===== src/rtl/vga_pkg.sv =====
`default_nettype none
// +--------------------------------------------------------------------+
// | vga_pkg: shared VGA timing and framebuffer constants, clear states |
// | Revision: 1.0                                                      |
// +--------------------------------------------------------------------+
package vga_pkg;

    localparam int H_VISIBLE      = 640;
    localparam int H_TOTAL        = 800;
    localparam int V_VISIBLE      = 480;
    localparam int V_TOTAL        = 525;
    localparam int WORDS_PER_LINE = 80;
    localparam int FB_WORDS       = V_VISIBLE * WORDS_PER_LINE;

    // Last in-line fetch is for group 79; the next line's group 0 comes from hblank.
    localparam int SLOT_A_LAST_H  = H_VISIBLE - 16;
    localparam int SLOT_B_H       = H_TOTAL - 8;

    typedef enum logic [0:0] {
        ST_IDLE  = 1'b0,
        ST_CLEAR = 1'b1
    } clr_state_e;

endpackage
`default_nettype wire


===== src/rtl/vga_fetch_sched.sv =====
`default_nettype none
// +--------------------------------------------------------------------+
// | vga_fetch_sched: display read-slot decode, read address counter,   |
// | SRAM data staging and pixel-group output register                  |
// | Revision: 1.0                                                      |
// +--------------------------------------------------------------------+
module vga_fetch_sched
    import vga_pkg::*;
#(
    parameter int ADDR_W = 16
) (
    input  logic              clk,
    input  logic              reset,
    input  logic [10:0]       hcounter,
    input  logic [9:0]        vcounter,
    input  logic [7:0]        sram_rdata,
    output logic              rd_slot,
    output logic [ADDR_W-1:0] rd_addr,
    output logic [7:0]        pixels
);

    localparam logic [10:0] C_SLOT_A_LAST = 11'(SLOT_A_LAST_H);
    localparam logic [10:0] C_SLOT_B_H    = 11'(SLOT_B_H);
    localparam logic [9:0]  C_V_VISIBLE   = 10'(V_VISIBLE);
    localparam logic [9:0]  C_V_LAST_VIS  = 10'(V_VISIBLE - 1);
    localparam logic [9:0]  C_V_LAST      = 10'(V_TOTAL - 1);

    logic              w_slot_a;
    logic              w_slot_b;
    logic              w_frame_start;

    logic [ADDR_W-1:0] rd_addr_q, rd_addr_d;
    logic              re_dly_q, re_dly_d;
    logic [7:0]        stage_q, stage_d;
    logic [7:0]        pixels_q, pixels_d;
    logic              synced_q, synced_d;

    assign w_slot_a      = (vcounter < C_V_VISIBLE) && (hcounter[2:0] == 3'd0)
                           && (hcounter <= C_SLOT_A_LAST);
    assign w_slot_b      = (hcounter == C_SLOT_B_H)
                           && ((vcounter < C_V_LAST_VIS) || (vcounter == C_V_LAST));
    assign w_frame_start = w_slot_b && (vcounter == C_V_LAST);

    assign rd_slot = w_slot_a || w_slot_b;
    assign rd_addr = w_frame_start ? '0 : rd_addr_q;
    assign pixels  = pixels_q;

    always_comb begin
        rd_addr_d = rd_addr_q;
        re_dly_d  = rd_slot;
        stage_d   = stage_q;
        pixels_d  = pixels_q;
        synced_d  = synced_q;
        if (w_frame_start) begin
            rd_addr_d = ADDR_W'(1);
            synced_d  = 1'b1;
        end else if (rd_slot) begin
            rd_addr_d = rd_addr_q + ADDR_W'(1);
        end
        if (re_dly_q) begin
            stage_d = sram_rdata;
        end
        // Until a frame-start fetch realigns the address, staged data is not trustworthy.
        if ((hcounter[2:0] == 3'd7) && synced_q) begin
            pixels_d = stage_q;
        end
    end

    always_ff @(posedge clk) begin
        if (reset) begin
            rd_addr_q <= '0;
            re_dly_q  <= 1'b0;
            stage_q   <= '0;
            pixels_q  <= '0;
            synced_q  <= 1'b0;
        end else begin
            rd_addr_q <= rd_addr_d;
            re_dly_q  <= re_dly_d;
            stage_q   <= stage_d;
            pixels_q  <= pixels_d;
            synced_q  <= synced_d;
        end
    end

endmodule
`default_nettype wire


===== src/rtl/vga_fb_arbiter.sv =====
`default_nettype none
// +--------------------------------------------------------------------+
// | vga_fb_arbiter: single-port framebuffer scheduler (display reads,  |
// | clear-screen engine, client writes)                                |
// | Revision: 1.0                                                      |
// +--------------------------------------------------------------------+
module vga_fb_arbiter
    import vga_pkg::*;
#(
    parameter int ADDR_W            = 16,
    parameter int BLANK_WRITES_ONLY = 0
) (
    input  logic              clk,
    input  logic              reset,
    input  logic [10:0]       hcounter,
    input  logic [9:0]        vcounter,
    output logic [7:0]        pixels,
    input  logic              wr_valid,
    output logic              wr_ready,
    input  logic [ADDR_W-1:0] wr_addr,
    input  logic [7:0]        wr_data,
    input  logic              clear_req,
    output logic              clear_busy,
    output logic [ADDR_W-1:0] sram_addr,
    output logic [7:0]        sram_wdata,
    output logic              sram_we,
    output logic              sram_re,
    input  logic [7:0]        sram_rdata
);

    localparam logic [ADDR_W-1:0] C_LAST_ADDR  = ADDR_W'(FB_WORDS - 1);
    localparam logic [9:0]        C_V_LAST_VIS = 10'(V_VISIBLE - 1);

    logic              w_rd_slot;
    logic [ADDR_W-1:0] w_rd_addr;
    logic              w_eligible;
    logic              w_clr_we;

    clr_state_e        state_q, state_d;
    logic [ADDR_W-1:0] clr_addr_q, clr_addr_d;
    logic              clear_busy_q, clear_busy_d;

    vga_fetch_sched #(
        .ADDR_W (ADDR_W)
    ) u_fetch (
        .clk        (clk),
        .reset      (reset),
        .hcounter   (hcounter),
        .vcounter   (vcounter),
        .sram_rdata (sram_rdata),
        .rd_slot    (w_rd_slot),
        .rd_addr    (w_rd_addr),
        .pixels     (pixels)
    );

    assign w_eligible = !w_rd_slot && ((BLANK_WRITES_ONLY == 0) || (vcounter > C_V_LAST_VIS));
    assign clear_busy = clear_busy_q;

    always_ff @(posedge clk) begin
        if (reset) begin
            state_q      <= ST_IDLE;
            clr_addr_q   <= '0;
            clear_busy_q <= 1'b0;
        end else begin
            state_q      <= state_d;
            clr_addr_q   <= clr_addr_d;
            clear_busy_q <= clear_busy_d;
        end
    end

    always_comb begin
        state_d      = state_q;
        clr_addr_d   = clr_addr_q;
        clear_busy_d = clear_busy_q;
        case (state_q)
            ST_IDLE: begin
                if (clear_req) begin
                    state_d      = ST_CLEAR;
                    clr_addr_d   = '0;
                    clear_busy_d = 1'b1;
                end
            end
            ST_CLEAR: begin
                if (w_eligible) begin
                    clr_addr_d = clr_addr_q + ADDR_W'(1);
                    if (clr_addr_q == C_LAST_ADDR) begin
                        state_d      = ST_IDLE;
                        clear_busy_d = 1'b0;
                    end
                end
            end
            default: begin
                state_d = ST_IDLE;
            end
        endcase
    end

    // Display reads always win; the clear engine shadows the client entirely.
    always_comb begin
        w_clr_we   = (state_q == ST_CLEAR) && w_eligible && !reset;
        wr_ready   = w_eligible && (state_q == ST_IDLE) && !reset;
        sram_re    = w_rd_slot;
        sram_we    = w_clr_we || (wr_valid && wr_ready);
        sram_addr  = wr_addr;
        sram_wdata = wr_data;
        if (w_rd_slot) begin
            sram_addr = w_rd_addr;
        end else if (state_q == ST_CLEAR) begin
            sram_addr  = clr_addr_q;
            sram_wdata = 8'h00;
        end
    end

endmodule
`default_nettype wire


===== config.mk =====
export PLATFORM = sky130hd
export DESIGN_NAME = vga_fb_arbiter
export DESIGN_NICKNAME = d
export VERILOG_FILES = /design/src/rtl/vga_pkg.sv /design/src/rtl/vga_fetch_sched.sv /design/src/rtl/vga_fb_arbiter.sv
export SDC_FILE = /design/constraint.sdc
export NUM_CORES = 1
export LEC_CHECK = 0
export BUFFER_PORTS_ARGS = -buffer_cell sky130_fd_sc_hd__buf_2
export CAP_MARGIN = 30
export CORE_MARGIN = 3
export CORE_UTILIZATION = 30
export DETAILED_ROUTE_END_ITERATION = 7
export SLEW_MARGIN = 5
export SYNTH_ARGS = -nofsm -noshare
export SYNTH_HDL_FRONTEND = slang
export SYNTH_SLANG_ARGS = --single-unit

===== constraint.sdc =====
create_clock -name clk -period 3.3 [get_ports clk]
set_input_delay 0.66 -clock clk [delete_from_list [all_inputs] [get_ports clk]]
set_output_delay 0.66 -clock clk [all_outputs]
set_load 0.1 [all_outputs]

Word level (Yosys, flattened, before mapping)
Index checks and enable logic that the tools add are counted.

operators by class
  add/sub/neg operators = 2
  multiply operators = 0
  divide/modulo/power cells = 0
  order comparisons = 3
  equal/unequal tests = 7
  shifts and indexed selects = 0
  mux-type cells = 18
  bitwise operators = 1
  reduce and logical (&&, ||, !) cells = 20

operator list
  kind                     number
  $mux W16                 5
  $add A16 B1 Y16 const B  2
  $pmux W16 S2             1
  $lt A10 B9 Y1 const B    2
  $eq A16 B16 Y1 const B   1
  $mux W8                  2
  $eq A11 B10 Y1 const B   1
  $le A11 B10 Y1 const B   1
  $eq A10 B10 Y1 const B   1
  $logic_and A1 B1 Y1      10
  $mux W1                  8
  $ne A2 B2 Y1 const B     2
  $pmux W1 S2              2
  $eq A3 B3 Y1 const B     1
  $logic_not A3 Y1         1
  $logic_or A1 B1 Y1       3
  $reduce_and A3 Y1        1
  $logic_not A1 Y1         2
  $ne A2 B1 Y1 const B     1
  $reduce_and A2 Y1        1
  $reduce_bool A2 Y1       1
  $reduce_or A2 Y1         1
  $not A1 Y1               1

word-level totals
  register bits after elaboration = 52
  latch bits = 0
  RAM bits = 0
  memory bits (read-only) = 0
  input port bits = 57
  output and inout bits = 36
  word-level logic and storage cells = 60
  memories kept = 0

Depth between registers and ports, before layout
Gate-level depths: netlist of run 1.

  word-level depth = 9
  depth in mapped cells = 9
  gate-level depth less buffers = 7

Cells and area by module
A second synthesis of run 1 with hierarchy kept.

second synthesis, totals
  cell total of the unflattened synthesis = 364
  area total of the unflattened synthesis = 2982.9 um^2

modules (own cells, without submodules)
  module           times used  cells each  area an instance (um^2)  sequential area each (um^2)
  vga_fetch_sched  1           191         1670.4                   680.7
  vga_fb_arbiter   1           173         1312.5                   360.3

Worst setup path before layout of run 1
OpenSTA, ideal clock, no wires.

  path kind = input port to output port
  start = input port vcounter[5]
  end = output port sram_addr[10]
  data arrival time = 4175 ps
  required time = 2640 ps
  slack = -1535 ps
  stages on the path = 7
  path buffers = 1
  cells stage by stage = nand3b_4 > or3_1 > nor3b_1 > nor2_2 > inv_2 > buf_2 > o21ai_0

on the way
  elaborated cells between the ends (all ways) = 11
  classes of those cells = order compare (2); eq/ne (1); mux (2); reduce/logical (6)

RTL lines
  what                                                       RTL line                                      text
  start, declared                                            vga_fb_arbiter.sv:16                          input logic [9:0] vcounter,
  $lt A10 B9 Y1, or another cell as far along                vga_fetch_sched.sv:38                         assign w_slot_a = (vcounter < C_V_VISIBLE) && (hcounter[2:0] == 3'd0)
  $logic_and A1 B1 Y1 or $logic_or A1 B1 Y1 (tied branches)  vga_fetch_sched.sv:38, vga_fetch_sched.sv:41
  $logic_and A1 B1 Y1, on equally long branches              vga_fetch_sched.sv:39, vga_fetch_sched.sv:41
  $logic_or A1 B1 Y1 (*)                                     vga_fetch_sched.sv:44                         assign rd_slot = w_slot_a || w_slot_b;
  via sram_re                                                vga_fb_arbiter.sv:27                          output logic sram_re,
  $mux W16 (*)                                               vga_fb_arbiter.sv:106                         if (w_rd_slot) begin
  end, declared                                              vga_fb_arbiter.sv:24                          output logic [ADDR_W-1:0] sram_addr,

Mark *: on every way through the listed nets, which the timed path passes. The rest lies on a longest branch.

Worst setup path in the final report of run 1
  start = input port hcounter[1]
  end = output port sram_addr[0]

on the way
  word-level cells in the longest chain between the ends = 5
  elaborated cells between the ends (all ways) = 10
  classes of those cells = order compare (1); eq/ne (1); mux (2); reduce/logical (6)

ends and longest elaborated chain
  what                                                                    RTL line               text
  start, declared                                                         vga_fb_arbiter.sv:15   input logic [10:0] hcounter,
  parallel branches: the longest is 4 deep, another holds $le A11 B10 Y1  n/a
  $mux W16 (*)                                                            vga_fb_arbiter.sv:106

Mark *: on every way between the ends.

==> results of run 1 <==
==> cell usage after synthesis (4+ instances only) <==
| master | n |
|---|---|
| o211ai_1 | 5 |
| nand3_1 | 9 |
| a21oi_1 | 19 |
| o21ai_0 | 23 |
| nor4_1 | 4 |
| clkbuf_1 | 13 |
| a211oi_1 | 5 |
| or3_1 | 6 |
| nor3_1 | 12 |
| buf_2 | 5 |
| nand2_1 | 48 |
| nand4b_1 | 4 |
| inv_1 | 4 |
| dfxtp_1 | 52 |
| xor2_1 | 7 |
| mux2i_1 | 25 |
| or4_1 | 6 |
| o31ai_1 | 5 |
| nor2_1 | 34 |
| and2_1 | 9 |
| nand2b_1 | 5 |
| xnor2_1 | 5 |
| nand4_1 | 5 |
==> power by group <==
| group | switching [mW] | leakage (nW) | internal (mW) |
|---|---|---|---|
| clock | 0.213 | 0.0614 | 0.248 |
| combinational | 0.275 | 1.11 | 0.155 |
| sequential | 0.00745 | 0.420 | 0.631 |
| total | 0.496 | 1.59 | 1.04 |
==> repair_timing <==
item                                    CTS  global route
gates resized for setup                   0            12
endpoints found under the setup margin    0            13
setup buffers                             0             1
==> how the worst max path moves through the flow <==
stage                 from      endpoint  slack, ns  cells after the start
2_1_floorplan  vcounter[5]  sram_addr[0]      -0.50                      7
3_3_place_gp   hcounter[1]  sram_addr[6]       0.11                      8
3_5_place_dp   hcounter[1]  sram_addr[5]       0.11                      9
4_1_cts        hcounter[1]  sram_addr[5]       0.10                      9
5_1_grt        hcounter[5]  sram_addr[0]      -0.01                      9
6_report       hcounter[1]  sram_addr[0]        0.1                      9
==> final cells by class <==
type                    instances  area [um^2]
multi-input cells             280         1850
well taps                     129          161
fillers                       950         5170
repair buffers                106         1010
inverters                       5         21.3
flip-flops and latches         52         1040
clock inverters                 2         38.8
clock buffers                   6         82.6
==> cell families (layout without fill, tap and decap cells) <==
logic type,Yosys count,count (layout),share of synthesized area
AOI/OAI and AO/OA,76,76,0.170
xor gates and xnor gates,12,12,0.0359
adders and majority gates,2,2,0.00854
buffers and inverters,28,119,0.0470
DFF,52,52,0.355
muxes,28,28,0.0969
and+or+nand+nor,162,162,0.287
==> stage by stage <==
step / std cells / setup WS, ns / power, mW
after floorplan: 360 / -0.501 / 0.915
after global placement: 569 / 0.111 / 1.08
after detailed placement: 569 / 0.112 / 1.08
after CTS: 577 / 0.103 / 1.54
after global routing: 580 / -0.0109 / 1.59
final: 580 / 0.0953 / 1.53
==> sequential cells by signal, summed over array words and instances (netlist names) <==
register	flops
u_fetch.stage_q	8
u_fetch.rd_addr_q	16
u_fetch.pixels	8
state_q	1
clr_addr_q	16
u_fetch.re_dly_q	1
clear_busy	1
u_fetch.synced_q	1
==> routing by layer <==
| metal | up-vias | wire length, um | global-route usage |
|---|---|---|---|
| met5 | - | 0 | 0 |
| li1 | 1476 | - | - |
| met1 | 1368 | 3890 | 0.205 |
| met4 | 0 | 11 | 0.0300 |
| met3 | 2 | 708 | 0.0469 |
| met2 | 100 | 4040 | 0.252 |
==> worst max-delay path, cell delays in order <==
cell and delay, ns:
buf_2 0.12, or4_4 0.53, a311o_2 0.39, o32ai_4 0.18
nor2_4 0.09, inv_4 0.11, buf_12 0.14, o21ai_1 0.10
clkbuf_16 0.21
==> impl_metrics.py, run 1 <==
metrics = {
    "sta": {
        "fmax_ghz": 0.312,
        "finalHoldViolations": 0,
        "worst_slew_pin_slew_ns": 0.534,
        "setup_viol": 0,
        "fin_crit_sh": 0.971,
        "slew_headroom": 0.643,
        "period_minus_slack_ns": 3.20,
        "fin_hold_ws_ns": 0.459,
        "skew_ns": 0.00531,
        "final.setup.tns_ns": 0,
        "drv_slew": 0,
    },
    "global_routing": {
        "grt.overflow.total": 0,
        "grt_use_total": 0.155,
        "grt_pass1_wl_um": 14200,
        "grt_pass1_vias": 2952,
        "grt_max_degree": 37,
        "antenna_found_initial": 0,
    },
    "route": {
        "drtAntennaViolNets": 0,
        "drtIter0Drc": 144,
        "drc_errors": 0,
        "drt-pass1-iter-count": 4,
        "wirelength_um": 8650,
        "via_per_inst": 5.08,
        "num_vias": 2946,
        "wl_per_cell_um": 14.9,
    },
    "hold_path": {
        "hold_depth": 2,
        "min_from": "u_fetch.stage_q[6]",
        "hold_end": "u_fetch.pixels[6]",
        "hold_class": "reg2reg",
    },
    "flow_run": {
        "drv_cap": 0,
    },
    "worst_setup_path": {
        "crit-reg2reg-launch": "clr_addr_q[0]",
        "path_max_fanout": 10,
        "r2r_setup_slack_ns": 1.00,
        "endpoint_kind": "output port",
        "r2r-end": "clr_addr_q[14]",
        "worst_ep_required_time_ns": 2.64,
        "critPathLaunchType": "primary input",
        "crit_type": "in2out",
        "crit_arrival_ns": 2.54,
        "ff2ff_path_depth": 7,
    },
    "floorplanning": {
        "fp.dieW_um": 105,
        "initial_utilization": 0.313,
        "die_h_um": 105,
        "row_count": 35,
        "design.die.area_mm2": 0.0110,
        "core_mm2": 0.00937,
        "num_io_pins": 93,
    },
    "logic_synthesis": {
        "netlist_area_mm2": 0.00293,
        "ys_types": 58,
        "synth_top_area_frac": 0.355,
        "synth-async-reset-ratio": 0,
        "syn_inst": 360,
        "synth_nets": 419,
        "yosysTopAreaCell": "dfxtp_1",
        "synth_edf_count": 0,
        "yosys_warnings": 0,
        "synthFlopType": "dfxtp_1",
        "yosys-top-cells-area": "dfxtp_1 36%, mux2i_1 8.5%, nand2_1 6.1%, nor2_1 4.4%, o21ai_0 3.9%",
        "ys_seq_area_frac": 0.355,
        "synth_seq_cells": 52,
        "synth.avg_cell_area_um2": 8.14,
    },
    "final_layout": {
        "num_antenna_cells": 0,
        "syn_to_final_growth_pct": 43.4,
        "layout-drive-gt1-share": 0.326,
        "final_cell_mix": "66 x buf_2, 52 x dfxtp_1, 48 x nand2_1",
        "final_common_cell": "buf_2",
        "final_cell_area_mm2": 0.00420,
        "final_nets": 509,
        "final_util": 0.448,
    },
    "placed_design": {
        "gp_congestion": 0.839,
        "dpl-instance-area_mm2": 0.00399,
        "place_hpwl_um": 6540,
        "io_buffers": 92,
    },
    "clock_network": {
        "numCtsBuffers": 5,
        "cts.sinks": 52,
        "cts.reportedPaths.clkPinSlew_ns": 0.10,
        "cts_root_buf": "clkbuf_8",
        "tritoncts": "yes",
        "clockBufferDepth": 2,
        "cts_htree_levels": 2,
        "ctsHoldBuffers": 0,
        "clk_latency_ns": 0.30,
    },
    "power": {
        "peakVddDrop_mv": 0.201,
        "power.leakage_nw": 1.59,
        "power_per_cell_area_mw_per_mm2": 364,
    },
    "run_status": {
        "status": "complete, no violations",
    },
}
No activity file was read; power rests on OpenSTA's default activity.
==> run 2, diff against run 1 <==
--- a/config.mk
+++ b/config.mk
@@ -5,6 +5,7 @@
 export SDC_FILE = /design/constraint.sdc
 export NUM_CORES = 1
 export LEC_CHECK = 0
+export ABC_AREA = 1
 export BUFFER_PORTS_ARGS = -buffer_cell sky130_fd_sc_hd__buf_2
 export CAP_MARGIN = 30
 export CORE_MARGIN = 3
==> run 2 against run 1 <==
Non-clock buffer count shrank 7. Combinational power shrank 2%. Synthesized cell count grew 40%. Clock power shrank 12%. Clock skew grew 0.0068 ns. Global-route usage grew 0.21 points. Count of clock-buffer cells in the layout shrank 1. Fmax grew 9.9%. Utilization shrank 2.5 points. Die area grew 8.2%. First-iteration DRC count grew 73%. Final cell count grew 25%.
==> impl_metrics.py, run 2 <==
metrics = {
    "clock_network": {
        "clk_latency_ns": 0.31,
        "numCtsBuffers": 5,
        "postCtsSetupRepairBufs": 0,
        "cts_resized": 0,
        "tritoncts": "yes",
        "cts_htree_levels": 2,
        "cts_root_buf": "clkbuf_8",
        "ctsHoldBuffers": 0,
        "cts.sinks": 52,
        "cts.reportedPaths.clkPinSlew_ns": 0.11,
        "clockBufferDepth": 2,
    },
    "sta": {
        "setup_viol": 0,
        "fmax_ghz": 0.343,
        "fin_crit_sh": 0.884,
        "finalHoldViolations": 0,
        "drv_slew": 0,
        "slew_headroom": 0.671,
        "worst_slew_pin_slew_ns": 0.490,
        "skew_ns": 0.0121,
        "period_minus_slack_ns": 2.92,
        "grt_setup_unrepaired": "false",
    },
    "logic_synthesis": {
        "synth-xor-area-share": 0.0578,
        "yosys-top-cells-area": "dfxtp_1 33%, nand2_1 15%, nor2_1 10%, nand3_1 9.4%, inv_1 6.1%",
        "yosys_warnings": 0,
        "synth_nets": 562,
        "synth_top_area_frac": 0.327,
        "ys_types": 30,
        "synth.avg_cell_area_um2": 6.33,
        "muxShareOfSynthArea": 0,
        "synth_top_family_by_area": "simple AND/OR/NAND/NOR gates",
        "ys_seq_area_frac": 0.327,
        "ys_top_cells_by_count": "124 x nand2_1, 87 x nor2_1, 60 x nand3_1",
        "synth_edf_count": 0,
        "synthAdderAreaFrac": 0.00786,
        "synth_seq_cells": 52,
        "yosysMostFrequentCell": "nand2_1",
        "synthFlopType": "dfxtp_1",
        "netlist_area_mm2": 0.00318,
        "synth-async-reset-ratio": 0,
        "synth_compound_area_frac": 0.0912,
        "syn_inst": 503,
        "synthSimpleGateAreaFrac": 0.414,
        "yosysTopAreaCell": "dfxtp_1",
    },
    "worst_setup_path": {
        "critPathLaunchType": "primary input",
        "path_buf_inv": 3,
        "endpoint_kind": "output port",
        "slowest_delay_ns": 0.30,
        "worst_ep_required_time_ns": 2.64,
        "crit_path_cell_trace": "buf_2, nor3_1, nand3_1, nand3_4, nand2_4, inv_4, nand2_4, nor2_4, nand2_1, nand3_1, buf_12",
        "crit_arrival_ns": 2.26,
        "crit_type": "in2out",
        "slowest_stage": "nor2_4",
        "cp_top_family": "simple AND/OR/NAND/NOR gates",
        "path_max_fanout": 15,
    },
    "route": {
        "num_vias": 3410,
        "wirelength_um": 9160,
        "drt-pass1-iter-count": 4,
        "drtIter0Drc": 249,
        "drtAntennaViolNets": 0,
        "wl_per_cell_um": 12.6,
        "drc_errors": 0,
        "via_per_inst": 4.70,
    },
    "final_layout": {
        "final_common_cell": "nand2_1",
        "final_nets": 650,
        "fill_cells": 1035,
        "final_util": 0.423,
        "layout-drive-gt1-share": 0.208,
        "final_cell_mix": "124 x nand2_1, 87 x nor2_1, 66 x buf_2",
        "num_antenna_cells": 0,
        "top_regs": "clr_addr_q x16, u_fetch.rd_addr_q x16",
        "syn_to_final_growth_pct": 33.5,
        "final_cells": 725,
    },
    "power": {
        "power_per_cell_area_mw_per_mm2": 345,
        "peakVddDrop_mv": 0.218,
        "power.leakage_nw": 1.89,
    },
    "placed_design": {
        "dp_cells": 717,
        "place_hpwl_um": 7090,
        "gp_congestion": 0.950,
        "io_buffers": 92,
    },
    "floorplanning": {
        "num_io_pins": 93,
        "fp.dieW_um": 109,
        "row_count": 36,
        "core_mm2": 0.0100,
        "initial_utilization": 0.317,
        "die_h_um": 109,
        "design.die.area_mm2": 0.0119,
    },
    "global_routing": {
        "grt_pass1_vias": 3208,
        "grt_use_total": 0.157,
        "grt_max_degree": 28,
        "antenna_found_initial": 0,
        "grt.overflow.total": 0,
        "grt_pass1_wl_um": 15300,
    },
    "flow_run": {
        "drv_cap": 0,
    },
    "run_status": {
        "status": "complete, no violations",
    },
    "hold_path": {
        "hold_class": "reg2reg",
    },
}
[run 2: changes by cell type in the layout (fill, tap and decap cells not counted), sizes merged, moves of 7 or more]
cell,delta
a21oi,+14
xor2,+9
nand3,+51
and2,-9
mux2i,-25
inv,+52
a211oi,-7
nand2,+79
nor2,+54
[run 2: final timing paths]
path                                          end  slack, ns  cells after the start                from
worst max-delay path                sram_addr[12]       0.38                     11         vcounter[9]
worst min-delay path            u_fetch.pixels[7]       0.49                      2  u_fetch.stage_q[7]
worst max register to register     clr_addr_q[14]       1.59                      9       clr_addr_q[0]
worst min register to register  u_fetch.pixels[7]       0.49                      2  u_fetch.stage_q[7]
[run 2: kinds of logic after synthesis]
logic type	after synthesis
AOI/OAI and AO/OA	57
adders and majority gates	2
and+or+nand+nor	298
buffers and inverters	73
xor gates and xnor gates	21
DFF	52
[run 2: final cells by class]
class / instances / area [um^2] / area share
Sequential cell: 52 / 1040 / 0.245
Tap cell: 133 / 166 / 0.0392
Clock buffer: 5 / 68.8 / 0.0162
Inverter: 55 / 209 / 0.0492
Multi-Input combinational cell: 378 / 1830 / 0.431
Clock inverter: 3 / 28.8 / 0.00677
Timing Repair Buffer: 99 / 903 / 0.213
[run 2: worst min-delay path, cell delays in order (launching register included)]
cell and delay (ns):
dfxtp_1 0.32, nor2_1 0.09, nor2_1 0.05
[run 2: stage by stage]
step / instance area, um^2 / power, mW / TNS (ns) / hold WS (ns) / setup WS, ns
floorplan: 3200 / 0.918 / -1.27 / 0.450 / -0.147
global placement: 4150 / 1.07 / 0 / 0.463 / 0.383
detailed placement: 4150 / 1.08 / 0 / 0.479 / 0.374
CTS: 4250 / 1.48 / 0 / 0.482 / 0.372
global route: 4250 / 1.52 / 0 / 0.527 / 0.205
finish: 4250 / 1.47 / 0 / 0.486 / 0.384
[run 2: power breakdown]
| group | leakage, nW | switching [mW] | internal, mW |
|---|---|---|---|
| logic | 1.42 | 0.284 | 0.138 |
| registers | 0.420 | 0.00702 | 0.632 |
| clock network | 0.0511 | 0.244 | 0.161 |
[run 2: metal layers]
metal,wire length (um),up-vias,track usage
met5,0,-,0
met4,104,0,0.0361
met3,773,11,0.0391
met2,4040,115,0.243
met1,4240,1505,0.220
li1,-,1779,-
==> run 3, diff against run 2 <==
--- a/config.mk
+++ b/config.mk
@@ -11,6 +11,7 @@
 export CORE_MARGIN = 3
 export CORE_UTILIZATION = 30
 export DETAILED_ROUTE_END_ITERATION = 7
+export PLACE_DENSITY = 0.51
 export SLEW_MARGIN = 5
 export SYNTH_ARGS = -nofsm -noshare
 export SYNTH_HDL_FRONTEND = slang
==> run 3 against run 2 <==
Via count down 1.3%. Worst setup slack worse by 0.10 ns. Critical path depth unchanged. Register-to-register slack worse by 0.13 ns. Sequential share of layout area up 0.051 points. Clock power down 3%. Count of clock-buffer cells in the layout unchanged. Critical endpoint is now sram_addr[6]. Largest cell class unchanged. Highest routed layer unchanged.
==> impl_metrics.py, run 3 (synthesis gave the netlist of run 2 again) <==
metrics = {
    "sta": {
        "skew_ns": 0.00852,
        "setup_viol": 0,
        "grt_setup_unrepaired": "false",
        "drv_slew": 0,
        "worst_slew_pin_slew_ns": 0.633,
        "fin_ws_ns": 0.282,
        "finalHoldViolations": 0,
        "final.setup.tns_ns": 0,
        "slew_headroom": 0.577,
        "fmax_ghz": 0.331,
        "fin_crit_sh": 0.914,
        "fin_hold_ws_ns": 0.491,
        "period_minus_slack_ns": 3.02,
    },
    "final_layout": {
        "final_nets": 649,
        "fill_cells": 1084,
        "syn_to_final_growth_pct": 33.2,
        "top_regs": "clr_addr_q x16, u_fetch.rd_addr_q x16",
        "layout-drive-gt1-share": 0.206,
        "final_cell_mix": "124 x nand2_1, 87 x nor2_1, 66 x buf_2",
        "num_antenna_cells": 0,
        "final_cells": 724,
        "final_cell_area_mm2": 0.00424,
        "final_util": 0.422,
        "final_common_cell": "nand2_1",
        "seq_area_mm2": 0.00104,
        "multi_input_comb_area_mm2": 0.00183,
    },
    "power": {
        "intPower_uw": 925,
        "p_seq_frac": 0.440,
        "power.leakage_nw": 1.88,
        "power_per_cell_area_mw_per_mm2": 342,
        "peakVddDrop_mv": 0.167,
        "switching_share": 0.362,
        "switchingPower_uw": 526,
        "power_frac_clock": 0.270,
        "finalPower_mw": 1.45,
        "share_comb_of_total_power": 0.290,
    },
    "floorplanning": {
        "die_h_um": 109,
        "row_count": 36,
        "core_mm2": 0.0100,
        "design.die.area_mm2": 0.0119,
        "fp.dieW_um": 109,
        "num_io_pins": 93,
        "initial_utilization": 0.317,
    },
    "route": {
        "num_vias": 3367,
        "wl_per_cell_um": 12.8,
        "drt-pass1-iter-count": 4,
        "via_per_inst": 4.65,
        "drtAntennaViolNets": 0,
        "wirelength_um": 9300,
        "drc_errors": 0,
        "drtIter0Drc": 227,
    },
    "worst_setup_path": {
        "critPathLaunchType": "primary input",
        "path_max_fanout": 39,
        "crit_arrival_ns": 2.36,
        "endpoint_kind": "output port",
        "crit_type": "in2out",
        "worst_ep_required_time_ns": 2.64,
    },
    "clock_network": {
        "clk_latency_ns": 0.31,
        "ctsHoldBuffers": 0,
        "cts_htree_levels": 2,
        "postCtsSetupRepairBufs": 0,
        "clockBufferDepth": 2,
        "numCtsBuffers": 5,
        "cts.sinks": 52,
        "cts_resized": 0,
        "cts_root_buf": "clkbuf_8",
        "cts.reportedPaths.clkPinSlew_ns": 0.09,
        "tritoncts": "yes",
    },
    "global_routing": {
        "grt_pass1_wl_um": 15500,
        "grt_use_total": 0.161,
        "antenna_found_initial": 0,
        "grt.overflow.total": 0,
        "grt_pass1_vias": 3174,
        "grt_max_degree": 40,
    },
    "placed_design": {
        "dp_slack_ns": 0.258,
        "dp_cells": 716,
        "dpl-instance-area_mm2": 0.00415,
        "gp_congestion": 0.869,
        "io_buffers": 92,
        "place_hpwl_um": 7240,
    },
    "hold_path": {
        "hold_class": "reg2reg",
    },
    "run_status": {
        "status": "complete, no violations",
    },
    "flow_run": {
        "drv_cap": 0,
    },
}
## run 3: path summary, 6_finish.rpt
path	start	to	slack, ns	cells past startpoint
max	hcounter[9]	sram_addr[6]	0.28	11
min	u_fetch.synced_q	u_fetch.synced_q	0.49	2
max reg2reg	clr_addr_q[0]	clr_addr_q[14]	1.46	9
min reg2reg	u_fetch.synced_q	u_fetch.synced_q	0.49	2
## run 3: worst max-delay path, stage by stage
cell and delay, ns:
buf_2 0.10, nand2_1 0.08, nor2_1 0.05, nand2_1 0.10, nor2_4 0.06, nand2_4 0.18
nand4_4 0.12, inv_2 0.49, nand2_1 0.13, nand3_1 0.18, buf_12 0.19
## run 3: area by class of cell
| cell class | instances | share of cell area |
|---|---|---|
| clock buffers | 5 | 0.0162 |
| clock inverters | 3 | 0.00649 |
| inverters | 55 | 0.0493 |
| multi-input cells | 378 | 0.432 |
| flip-flops and latches | 52 | 0.245 |
| well taps | 133 | 0.0392 |
| repair buffers | 98 | 0.211 |
## run 3: routing by layer
metal / GRT usage / vias to the layer above / share of wire
met5: 0 / - / 0
met3: 0.0414 / 8 / 0.081
met1: 0.215 / 1471 / 0.47
li1: - / 1773 / -
met2: 0.258 / 115 / 0.43
met4: 0.0424 / 0 / 0.012
## run 3: power by group through the flow
stage               registers, mW  clock network [mW]  logic, mW
floorplan                   0.657                   0      0.261
global placement            0.654                   0      0.421
detailed placement          0.654                   0      0.423
CTS                         0.639               0.411      0.424
global route                0.641               0.444      0.443
finish                      0.639               0.392      0.421
